`src/rtl/led_code_pkg.sv`:
```
// Shared types and timing helpers for the LED blink-code receiver.
// Pulse-class thresholds are expressed as multiples of one blink slot.
package led_code_pkg;

  typedef enum logic [1:0] {
    SYNC,
    IDLE,
    RX_HIGH,
    RX_LOW
  } state_t;

  localparam int unsigned CNT_W = 32;

  // Bit 0: SLOT/2 <= W < 2*SLOT.  Bit 1: 3*SLOT <= W < 5*SLOT.
  localparam int unsigned BIT0_MIN_DIV = 2;
  localparam int unsigned BIT0_MAX_MUL = 2;
  localparam int unsigned BIT1_MIN_MUL = 3;
  localparam int unsigned BIT1_MAX_MUL = 5;

  function automatic longint unsigned ms_to_ticks(input longint unsigned clock_freq,
                                                  input longint unsigned ms);
    return ms * (clock_freq / 64'd1000);
  endfunction

endpackage

```
`src/rtl/led_sync_edge.sv`:
```
// Two-flop synchronizer for an asynchronous level, plus registered rise/fall
// strobes; level is delayed to stay aligned with the strobes.
module led_sync_edge (
  input  logic clk,
  input  logic reset_n,
  input  logic din,
  output logic level,
  output logic rise,
  output logic fall
);

  logic meta;
  logic stable;

  // NOTE: every register here uses <= so all stages sample the pre-edge values;
  // blocking assignments would collapse the pipeline into a single flop.
  always_ff @(posedge clk or negedge reset_n) begin
    if (!reset_n) begin
      meta   <= 1'b0;
      stable <= 1'b0;
      level  <= 1'b0;
      rise   <= 1'b0;
      fall   <= 1'b0;
    end else begin
      meta   <= din;
      stable <= meta;
      level  <= stable;
      rise   <= stable & ~level;
      fall   <= ~stable & level;
    end
  end

endmodule

```
`src/rtl/led_code_receiver.sv`:
```
// LED blink-code receiver: classifies high-pulse widths into bits, MSB first.
// Optional build macro LED_CODE_RECEIVER_CHANGE_ONLY_EN suppresses repeated words.
module led_code_receiver
  import led_code_pkg::*;
#(
  parameter int unsigned clock_freq      = 50_000_000,
  parameter int unsigned blink_period_ms = 100,
  parameter int unsigned gap_ms          = 1_000,
  parameter int unsigned bits_count      = 8
) (
  input  logic                  clk,
  input  logic                  reset_n,
  input  logic                  serial_in,
  output logic [bits_count-1:0] code,
  output logic                  code_valid,
  output logic                  frame_error,
  output logic                  busy
);

  typedef logic [CNT_W-1:0] cnt_t;
  typedef logic [CNT_W:0]   wide_t;

  localparam longint unsigned SLOT = ms_to_ticks(clock_freq, blink_period_ms);
  localparam longint unsigned GAP  = ms_to_ticks(clock_freq, gap_ms);

  localparam wide_t B0_MIN = wide_t'(SLOT / BIT0_MIN_DIV);
  localparam wide_t B0_MAX = wide_t'(SLOT * BIT0_MAX_MUL);
  localparam wide_t B1_MIN = wide_t'(SLOT * BIT1_MIN_MUL);
  localparam wide_t B1_MAX = wide_t'(SLOT * BIT1_MAX_MUL);
  localparam wide_t GAP_W  = wide_t'(GAP);

  localparam logic [5:0] IDX_INIT = 6'(bits_count - 1);

  logic level;
  logic rise;
  logic fall;

  led_sync_edge u_sync (
    .clk    (clk),
    .reset_n(reset_n),
    .din    (serial_in),
    .level  (level),
    .rise   (rise),
    .fall   (fall)
  );

  state_t                state;
  cnt_t                  cnt;
  logic [5:0]            bit_idx;
  logic [bits_count-1:0] shreg;
`ifdef LED_CODE_RECEIVER_CHANGE_ONLY_EN
  logic                  have_code;
`endif

  wide_t                 width;
  cnt_t                  cnt_inc;
  logic                  is_bit0;
  logic                  is_bit1;
  logic [bits_count-1:0] shreg_next;
  logic                  publish;

  // The cycle on which an edge is seen belongs to the level being measured,
  // so the width of the current run is cnt + 1.
  // NOTE: every output of this block is assigned on every pass before any
  // conditional use, so no latch can be inferred.
  always_comb begin
    width      = {1'b0, cnt} + wide_t'(1);
    cnt_inc    = (cnt == '1) ? cnt : cnt + cnt_t'(1);
    is_bit0    = (width >= B0_MIN) && (width < B0_MAX);
    is_bit1    = (width >= B1_MIN) && (width < B1_MAX);
    shreg_next = shreg << 1;
    shreg_next[0] = is_bit1;
`ifdef LED_CODE_RECEIVER_CHANGE_ONLY_EN
    publish    = !have_code || (shreg_next != code);
`else
    publish    = 1'b1;
`endif
  end

  always_ff @(posedge clk or negedge reset_n) begin
    if (!reset_n) begin
      state       <= SYNC;
      cnt         <= '0;
      bit_idx     <= '0;
      shreg       <= '0;
      code        <= '0;
      code_valid  <= 1'b0;
      frame_error <= 1'b0;
      busy        <= 1'b0;
`ifdef LED_CODE_RECEIVER_CHANGE_ONLY_EN
      have_code   <= 1'b0;
`endif
    end else begin
      code_valid  <= 1'b0;
      frame_error <= 1'b0;
      cnt         <= (rise || fall) ? '0 : cnt_inc;

      unique case (state)
        SYNC: begin
          // A fall this cycle means cnt still holds high time; ignore it.
          if (!level && !fall && (width >= GAP_W)) begin
            state <= IDLE;
            cnt   <= '0;
          end
        end

        IDLE: begin
          if (rise) begin
            state   <= RX_HIGH;
            bit_idx <= IDX_INIT;
            busy    <= 1'b1;
          end
        end

        RX_HIGH: begin
          if (fall) begin
            if (is_bit0 || is_bit1) begin
              shreg <= shreg_next;
              if (bit_idx == '0) begin
                state <= IDLE;
                busy  <= 1'b0;
                if (publish) begin
                  code       <= shreg_next;
                  code_valid <= 1'b1;
`ifdef LED_CODE_RECEIVER_CHANGE_ONLY_EN
                  have_code  <= 1'b1;
`endif
                end
              end else begin
                bit_idx <= bit_idx - 6'd1;
                state   <= RX_LOW;
              end
            end else begin
              frame_error <= 1'b1;
              state       <= SYNC;
              busy        <= 1'b0;
            end
          end else if (width >= B1_MAX) begin
            frame_error <= 1'b1;
            state       <= SYNC;
            busy        <= 1'b0;
            cnt         <= '0;
          end
        end

        RX_LOW: begin
          if (rise) begin
            state <= RX_HIGH;
          end else if (width >= GAP_W) begin
            // Truncated frame: the long low already marks a fresh boundary.
            frame_error <= 1'b1;
            state       <= IDLE;
            busy        <= 1'b0;
            cnt         <= '0;
          end
        end

        default: state <= SYNC;
      endcase
    end
  end

endmodule

```
`config.mk`:
```
export PLATFORM = sky130hd
export DESIGN_NAME = led_code_receiver
export DESIGN_NICKNAME = d
export VERILOG_FILES = /design/src/rtl/led_code_pkg.sv /design/src/rtl/led_sync_edge.sv /design/src/rtl/led_code_receiver.sv
export SDC_FILE = /design/constraint.sdc
export NUM_CORES = 1
export LEC_CHECK = 0
export BUFFER_PORTS_ARGS = -buffer_cell sky130_fd_sc_hd__buf_2
export CAP_MARGIN = 30
export CELL_PAD_IN_SITES_DETAIL_PLACEMENT = 0
export CELL_PAD_IN_SITES_GLOBAL_PLACEMENT = 2
export CORE_UTILIZATION = 30
export DETAILED_ROUTE_END_ITERATION = 8
export GPL_TIMING_DRIVEN = 0
export PLACE_DENSITY_LB_ADDON = 0.1
export SLEW_MARGIN = 20
export SYNTH_ARGS = -nofsm -noshare
export SYNTH_HDL_FRONTEND = slang
export SYNTH_SLANG_ARGS = --single-unit
```
`constraint.sdc`:
```
create_clock -name clk -period 3.1 [get_ports clk]
set_input_delay 0.155 -clock clk [delete_from_list [all_inputs] [get_ports clk]]
set_output_delay 0.155 -clock clk [all_outputs]
set_load 0.01 [all_outputs]
```
# Yosys cells after proc, flatten, opt, wreduce, memory -nomap -nowiden
# Index checks and enable logic that the tools add are counted.
dict set report word_totals {
  out_inout_bits 11
  input_bits 3
  register_bits 63
  wordCells 97
}
dict set report classes {
  reduce_logical 17
  muxes 40
  add_sub_neg 3
  n_lt_le_gt_ge 6
  bitwise 4
  n_eq_ne 14
}
# op count
set ops {}
lappend ops {{two-way mux 32 bit} 7}
lappend ops {{one-hot mux 32 bit (3 select lines)} 1}
lappend ops {{adder 32 x 1 -> 33 bit, second input constant} 1}
lappend ops {{>= comparator 33 x 22 -> 1 bit, second input constant} 1}
lappend ops {{>= comparator 33 x 24 -> 1 bit, second input constant} 1}
lappend ops {{>= comparator 33 x 25 -> 1 bit, second input constant} 1}
lappend ops {{>= comparator 33 x 26 -> 1 bit, second input constant} 1}
lappend ops {{less-than comparator 33 x 24 -> 1 bit, second input constant} 1}
lappend ops {{less-than comparator 33 x 25 -> 1 bit, second input constant} 1}
lappend ops {{adder 32 x 1 -> 32 bit, second input constant} 1}
lappend ops {{== test 32 bit, second input constant} 1}
lappend ops {{two-way mux 6 bit} 4}
lappend ops {{two-way mux 1 bit} 16}
lappend ops {{two-way mux 2 bit} 8}
lappend ops {{one-hot mux 6 bit (2 select lines)} 1}
lappend ops {{inequality test 2 bit, second input constant} 5}
lappend ops {{one-hot mux 2 bit (4 select lines)} 1}
lappend ops {{AND reduction 4 bit} 2}
lappend ops {{logical NOT 6 bit} 1}
lappend ops {{inequality test 3 x 2 -> 1 bit, second input constant} 2}
lappend ops {{AND reduction 6 bit} 1}
lappend ops {{subtractor 6 x 1 -> 6 bit, second input constant} 1}
lappend ops {{AND reduction 5 bit} 1}
lappend ops {{== test 2 bit, second input constant} 2}
lappend ops {{14 further kinds} 22}

# Logic depth before layout (Yosys ltp)
# Gate-level depths: netlist of the first run.
dict set report depth {
  ltp_word 7
  mapped_depth 14
  depth_no_buf 11
}

# Cells and area by module
# A second synthesis of the first run with hierarchy kept.
dict set report unflattened {
  hier_cells 441
  area_unflattened_um2 4060.1
}
# module area_each_um2 seq_area_each_um2 cells_each instances
set modules_own_cells {}
lappend modules_own_cells {led_code_receiver 3920.0 1451.4 434 1}
lappend modules_own_cells {led_sync_edge 140.1 125.1 7 1}

# Worst setup path before layout of the first run
# OpenSTA, ideal clock, no wires.
dict set report synth_path {
  kind {reg2reg}
  start {reg cnt[0]}
  end {reg code[0]}
  t_required_ns 2.975
  arrival_time_ns 3.091
  period_less_slack_ns 3.216
  path_slack_ns -0.116
  stages_incl_launch_ff 12
  path_buffers 1
  cell_sequence {dfrtp_1 > ha_1 > buf_2 > nand4_1 > or4b_1 > mux2i_1 > a31oi_1 > a311oi_1 > o41a_1 > o211ai_4 > a211oi_4 > mux2_2}
}
dict set report synth_via {
  elab_chain_len 5
}
# item line
set synth_rtl {}
lappend synth_rtl {{from (decl)} led_code_receiver.sv:48} ;# cnt_t cnt;
lappend synth_rtl {{from (signal assigned)} led_code_receiver.sv:96} ;# cnt <= (rise || fall) ? '0 : cnt_inc;
lappend synth_rtl {{adder 32 x 1 -> 33 bit (*)} led_code_receiver.sv:67} ;# width = {1'b0, cnt} + wide_t'(1);
lappend synth_rtl {{>= comparator 33 x 22 -> 1 bit, or another cell as far along} led_code_receiver.sv:69} ;# is_bit0 = (width >= B0_MIN) && (width < B0_MAX);
lappend synth_rtl {{logical AND 1 bit, on equally long branches} {led_code_receiver.sv:69, led_code_receiver.sv:70}}
lappend synth_rtl {{logical OR 1 bit} led_code_receiver.sv:117} ;# if (is_bit0 || is_bit1) begin
lappend synth_rtl {{AND reduction 4 bit (no source line)} --}
lappend synth_rtl {{to (signal assigned)} led_code_receiver.sv:123} ;# code <= shreg_next;
lappend synth_rtl {{to (decl)} led_code_receiver.sv:14} ;# output logic [bits_count-1:0] code,
# Mark *: on every way between the ends. The rest lies on a longest branch, timed or not.
# A chain may end at the register's enable or synchronous reset.

# Final worst setup path of the first run
dict set report layout_path {
  start {reg cnt[1]}
  end {reg shreg[3]}
}
dict set report layout_via {
  elab_chain_len 5
}
# item line
set layout_rtl {}
lappend layout_rtl {{adder 32 x 1 -> 33 bit (*)} led_code_receiver.sv:67}
lappend layout_rtl {{>= comparator 33 x 22 -> 1 bit, or another cell as far along} led_code_receiver.sv:69}
lappend layout_rtl {{logical AND 1 bit, on equally long branches} {led_code_receiver.sv:69, led_code_receiver.sv:70}}
lappend layout_rtl {{logical OR 1 bit (*)} led_code_receiver.sv:117}
lappend layout_rtl {{AND reduction 3 bit (no source line) (*)} --}
lappend layout_rtl {{to (signal assigned)} led_code_receiver.sv:118} ;# shreg <= shreg_next;
lappend layout_rtl {{to (decl)} led_code_receiver.sv:50} ;# logic [bits_count-1:0] shreg;
# Marked as above.

==> key figures, run 1 <==
Floorplan
  • Core Region: 14,000 um2
  • Die Y-Extent: 122 um
  • Die Span X: 122 um
  • Io pins: 14
  • Full die area: 14,900 um2
  • # rows: 43
  • Initial core utilization: 31.0%

Place
  • Port Buf Inserts: 13
  • HPWL after DPL: 9770 um
  • Final Wtd Congestion: 0.822
  • DP Cell Count: 666
  • Pre-CTS WS: -909 ps

GRT
  • Met2 Usage GRT: 34.6%
  • Initial antenna violation count: 0
  • GRT Max-Usage Layer: met2
  • Met3 Resource Use GR: 3.46%
  • Largest net degree at the start of global routing: 42
  • First-pass GRT wire length: 22,600 um
  • Total gr overflow: 0
  • Vias in the first global route: 3,997
  • Total Routing Usage GR: 20.5%
  • Met1 usage: 25.8%

Routing
  • WL final: 14,800 um
  • DRT iter0 DRCs: 313
  • First-pass detailed-route iteration total: 4
  • DR vias: 4,095
  • Wire length per cell: 20.1 um
  • Drt drc: 0
  • Via-to-Cell Ratio: 5.55
  • Final ANT Viol Nets: 0

Timing
  • Final Max Tran Viols: 0
  • RSZ-0062 raised after global routing: yes
  • Tightest Pin Transition: 685 ps
  • WHS: 256 ps
  • Final setup violation count: 53
  • Crit path setup slack, layout: -344 ps
  • Final hold violations: 0
  • Clock skew: 10.2 ps
  • Fraction of the cycle the final worst path needs: 111%
  • Period minus WS final: 3440 ps
  • Max Clk Rate: 290 MHz
  • Slew HR: 54.0%

Flow run
  • Max-Cap Viols: 0

Hold path
  • Hold WC Path Type: in2async

Finish
  • Layout cells sized above 1: 35.7%
  • Final std cells w/o fill: 738
  • Final Core Density: 42.9%
  • Nets: 559
  • ANT cells: 0
  • Layout area overhead: 38.5%

Power and ir drop
  • Leak Pwr: 0.00255 uW
  • Power per cell area: 332 nW/um2
  • VDD IR max: 0.000211 V

Synthesis
  • Yosys cell types: 74
  • Synth async-reset ratio: 100%
  • Gate Count Post-Synth: 472
  • Post-Syn Area: 4330 um2
  • Post-synth EDFFs: 0
  • Synth Register Bits: 63
  • Post-synth top flop: dfrtp_1
  • Syn Nets: 478
  • Average size of a mapped cell: 9.18 um2
  • Yosys warning total: 0
  • Seq/Total Area, Yosys: 36.4%

Worst setup path
  • Reg2Reg Depth: 13
  • R2r endpoint: shreg[3]
  • Reg2reg setup slack: -340 ps
  • Data arrival, critical path: 3680 ps
  • Reg2Reg Launch Point: cnt[1]
  • Crit end category: register
  • CP required: 3330 ps
  • Critical path startpoint category: register
  • Crit path max fanout: 7
  • Critical Setup Path Class: reg2reg

Run status
  • Violated checks: negative setup slack
  • Outcome: finished with violations

Clock tree
  • Clock Pin Slew Worst Setup and Hold Paths: 70 ps
  • CTS root buffer: clkbuf_16
  • Clock Tree Buf Depth: 2
  • CTS Buf Count: 9
  • Sink Count: 63
  • CTS tree: done
  • H-tree depth: 3
  • Clock Latency Late Sink: 350 ps
-- layer usage --
| layer | vias to the layer above | share of wire, % |
|---|---|---|
| met3 | 22 | 3.1 |
| li1 | 1936 | - |
| met4 | 0 | 2.4 |
| met1 | 2059 | 44 |
| met5 | - | 0 |
| met2 | 78 | 50 |
-- area by class of cell --
class | instances | area (um2)
Fill cell | 1431 | 7990
Multi-Input combinational cell | 363 | 2960
Clock buffer | 9 | 225
Clock inverter | 7 | 55.1
Sequential cell | 63 | 1580
Buffer | 33 | 251
Tap cell | 180 | 225
Timing Repair Buffer | 72 | 662
Inverter | 11 | 41.3
-- worst max-delay path, stage by stage, from the launching register on --
cell and delay (ps):
dfrtp_2 400, buf_6 120, buf_6 90, and4_1 180
buf_6 130, nand3_4 100, o31a_1 300, or4_4 550
o41a_1 520, o211ai_4 290, buf_6 150, a21oi_4 50
buf_12 150, mux2_4 290
-- Yosys cell counts, types with 7 or more instances --
cell type | n | area, um2
buf_2 | 15 | 75.1
and4_1 | 7 | 61.3
nor4_1 | 15 | 93.8
dfrtp_1 | 63 | 1580
nor3_1 | 15 | 75.1
nand4_1 | 13 | 81.3
nand2_1 | 32 | 120
inv_1 | 11 | 41.3
mux2_2 | 14 | 158
nand3_1 | 26 | 130
buf_4 | 7 | 52.6
a21oi_1 | 30 | 150
nor2_1 | 42 | 158
xnor2_1 | 19 | 166
o21ai_0 | 14 | 70.1
xor2_1 | 10 | 87.6
clkbuf_1 | 12 | 45.0
and3_1 | 9 | 56.3
-- placed cells by master (no fill, tap or decap), types with 5 or more instances in the layout --
cell type  count
clkbuf_1       7
and2_1         5
and4_1         6
nor4_4         8
nor2_1        41
xor2_1         8
buf_4         49
dfrtp_1       59
and3_1         8
mux2_4        14
inv_1         11
a21oi_1       28
nand3_1       23
nor3_1         9
buf_2         15
nand4_1       13
xnor2_1       19
a21o_1         6
nor4_2         7
nand2_1       28
nand2b_1       6
nor4_1         6
o21ai_0       11
buf_6         17
mux2i_1        6
clkbuf_16     12
-- timing repair --
action                                  CTS  global route
setup buffers                            35            21
endpoints found under the setup margin   58            58
hold buffers                              2             0
resized for setup                        51            68
cloned                                    0             3
pin swaps                                19            17
hold endpoints to repair                 23             0
-- flip-flops by register name, summed over array words and instances, names as in the netlist, 2 cells and up --
name     cells
shreg        7
code         8
state        2
cnt         32
bit_idx      6
-- stage by stage --
stage	area (um2)	setup TNS (ps)	total power (uW)
detailed placement	4700	-42730	942
global route	6000	-16060	2070
floorplan	4380	-55.2	898
CTS	5520	-8310	1980
finish	6000	-7300	1990
global placement	4670	-46200	936
-- power by group --
part	internal, uW	switching, uW	total [uW]
clock	550	443	993
sequential	833	11.6	845
combinational	78.7	78.2	157
-- cell families after synthesis --
family | share of synthesized area (%)
AO/OA/AOI/OAI | 18.8
XOR/XNOR | 5.86
adder cells (fa/ha/maj) | 0.866
buffers and inverters | 5.20
flip-flops | 36.4
multiplexers | 5.37
AND/OR/NAND/NOR | 27.5
-- worst max path at each step --
| stage | start | endpoint | slack (ps) |
|---|---|---|---|
| after floorplan | cnt[0] | code[0] | -7 |
| after global placement | cnt[0] | code[4] | -970 |
| after detailed placement | cnt[0] | code[6] | -910 |
| after CTS | cnt[0] | code[0] | -280 |
| after global routing | cnt[1] | shreg[3] | -420 |
| final | cnt[1] | shreg[3] | -340 |
No activity file was read; power rests on OpenSTA's default activity.
==> inputs of run 2 (changes only) <==
CELL_PAD_IN_SITES_DETAIL_PLACEMENT = unset   (was 0)
CELL_PAD_IN_SITES_GLOBAL_PLACEMENT = unset   (was 2)
PLACE_DENSITY_LB_ADDON = unset   (was 0.1)
==> key figures, run 2 (synthesized netlist as in run 1, its figures left out) <==
Run status
  • Outcome: finished with violations
  • Violated checks: negative setup slack

Timing
  • RSZ-0062 raised after global routing: yes
  • Period minus WS final: 3490 ps (+50.4 ps)
  • Max Clk Rate: 286 MHz (-1.4%)
  • Slew HR: 46.8% (-7.2 points)
  • Clock skew: 8.55 ps (-1.66 ps)
  • Fraction of the cycle the final worst path needs: 113% (+1.6 points)
  • Sum Neg Setup Slack: -10,810 ps (-3510 ps)
  • WHS: 258 ps (+2.27 ps)
  • Crit path setup slack, layout: -395 ps (-50.4 ps)
  • Final setup violation count: 56 (+5.7%)
  • Tightest Pin Transition: 795 ps (+110 ps)
  • Final Max Tran Viols: 0 (unchanged)
  • Final hold violations: 0 (unchanged)

Clock tree
  • CTS root buffer: clkbuf_16
  • Clock Tree Buf Depth: 2 (unchanged)
  • CTS Buf Count: 9 (unchanged)
  • H-tree depth: 3 (unchanged)
  • Sink Count: 63 (unchanged)
  • Clock Latency Late Sink: 330 ps (-20 ps)
  • CTS tree: done
  • Clock Pin Slew Worst Setup and Hold Paths: 60 ps (about the same)

Power and ir drop
  • Power per cell area: 347 nW/um2 (+4.4%)
  • VDD IR max: 0.000185 V (-13%)
  • Leak Pwr: 0.00261 uW (+2.2%)

Worst setup path
  • Critical Setup Path Class: reg2reg
  • Critical path startpoint category: register
  • Data arrival, critical path: 3710 ps (+30 ps)
  • Reg2Reg Launch Point: cnt[1]
  • Crit path max fanout: 8 (+1)
  • CP startpoint: cnt[1]
  • Crit end category: register
  • CP required: 3320 ps (about the same)

GRT
  • Initial antenna violation count: 0 (unchanged)
  • Largest net degree at the start of global routing: 42 (unchanged)
  • Vias in the first global route: 3,994 (-0.075%)
  • Total gr overflow: 0 (unchanged)
  • First-pass GRT wire length: 21,600 um (-4.2%)
  • Total Routing Usage GR: 18.8% (-1.6 points)

Routing
  • Drt drc: 0 (unchanged)
  • WL final: 13,600 um (-8.5%)
  • DRT iter0 DRCs: 319 (+1.9%)
  • Via-to-Cell Ratio: 5.71 (+2.8%)
  • Wire length per cell: 18.4 um (-8.4%)
  • DR vias: 4,206 (+2.7%)
  • First-pass detailed-route iteration total: 5 (+1)
  • Final ANT Viol Nets: 0 (unchanged)

Place
  • HPWL after DPL: 8500 um (-13%)
  • Pre-CTS WS: -731 ps (+178 ps)
  • Final Wtd Congestion: 0.966 (+17%)
  • Port Buf Inserts: 13 (unchanged)
  • DP Cell Count: 666 (unchanged)

Finish
  • Layout cells sized above 1: 36.6% (+0.96 points)
  • Biggest regs: cnt: 32 flops, code: 8 flops, shreg: 7 flops
  • Final std cells w/o fill: 737 (-0.14%)
  • Layout area overhead: 41.7%
  • ANT cells: 0 (unchanged)
  • Commonest non-fill, non-tap cell in the layout: dfrtp_1
  • Nets: 558 (-0.18%)
  • Most frequent cells in the layout: 58 x dfrtp_1, 48 x buf_4, 42 x nor2_1
  • Reg with most FFs: cnt
  • Number of flip-flops in the largest register: 32 (unchanged)

Hold path
  • Hold WC Path Type: in2async

Floorplan
  • # rows: 43 (unchanged)
  • Die Y-Extent: 122 um (unchanged)
  • Full die area: 14,900 um2 (unchanged)
  • Initial core utilization: 31.0% (unchanged)
  • Die Span X: 122 um (unchanged)
  • Io pins: 14 (unchanged)
  • Core Region: 14,000 um2 (unchanged)

Flow run
  • Max-Cap Viols: 0 (unchanged)
run 2: final cells by class:
type                    count  area (um2)
repair buffers             71         668
clock inverters             7         104
multi-input cells         363        3050
clock buffers               9         225
flip-flops and latches     63        1580
plain buffers              33         248
well taps                 180         225
inverters                  11        41.3
fillers                  1301        7850
run 2: what timing repair did:
item | CTS | global route
cloned | 3 | 0
endpoints found under the hold margin | 23 | 0
gates resized for setup | 66 | 61
endpoints found under the setup margin | 58 | 58
pin swaps | 26 | 36
hold buffers | 2 | 0
setup buffers | 39 | 13
run 2: final timing paths:
check | endpoint | cells after the start | slack, ps
max | bit_idx[2] | 11 | -390
min | cnt[5] | 2 | 260
max reg2reg | bit_idx[2] | 11 | -390
min reg2reg | u_sync.stable | 0 | 350
max in group asynchronous | bit_idx[1] | 3 | 2310
min in group clk | u_sync.stable | 0 | 350
run 2: per-stage QoR:
stage / total power (uW) / area (um2) / utilization [%]
after global routing: 2210 / 6140 / 43.9
after global placement: 931 / 4670 / 33.4
final: 2130 / 6140 / 43.9
after CTS: 2150 / 5730 / 40.9
after detailed placement: 936 / 4700 / 33.6
after floorplan: 898 / 4380 / -
run 2: metal layers:
layer / wire [um] / global-route usage (%) / share of wire [%] / up-vias
li1: - / - / - / 1934
met5: 0 / 0 / 0 / -
met3: 851 / 3.23 / 6.3 / 31
met4: 365 / 7.09 / 2.7 / 0
met1: 5960 / 26.3 / 44 / 2073
met2: 6400 / 29.0 / 47 / 168
run 2: power by group:
group / leakage [uW] / internal, uW / total [uW] / switching [uW]
combinational: 0.00159 / 88.4 / 165 / 76.7
clock: 0.000161 / 715 / 1120 / 405
sequential: 0.000861 / 833 / 846 / 12.8
total: 0.00261 / 1640 / 2130 / 494
run 2: critical path, cell delays in order (launching register included):
cell       delay, ps
dfrtp_2          410
ha_4             190
buf_6            110
nand3_4           60
nor4_4           470
a21oi_2          150
or4_4            560
o41a_1           500
o211a_1          290
o2111ai_4        340
a21oi_2           90
o22a_1           190
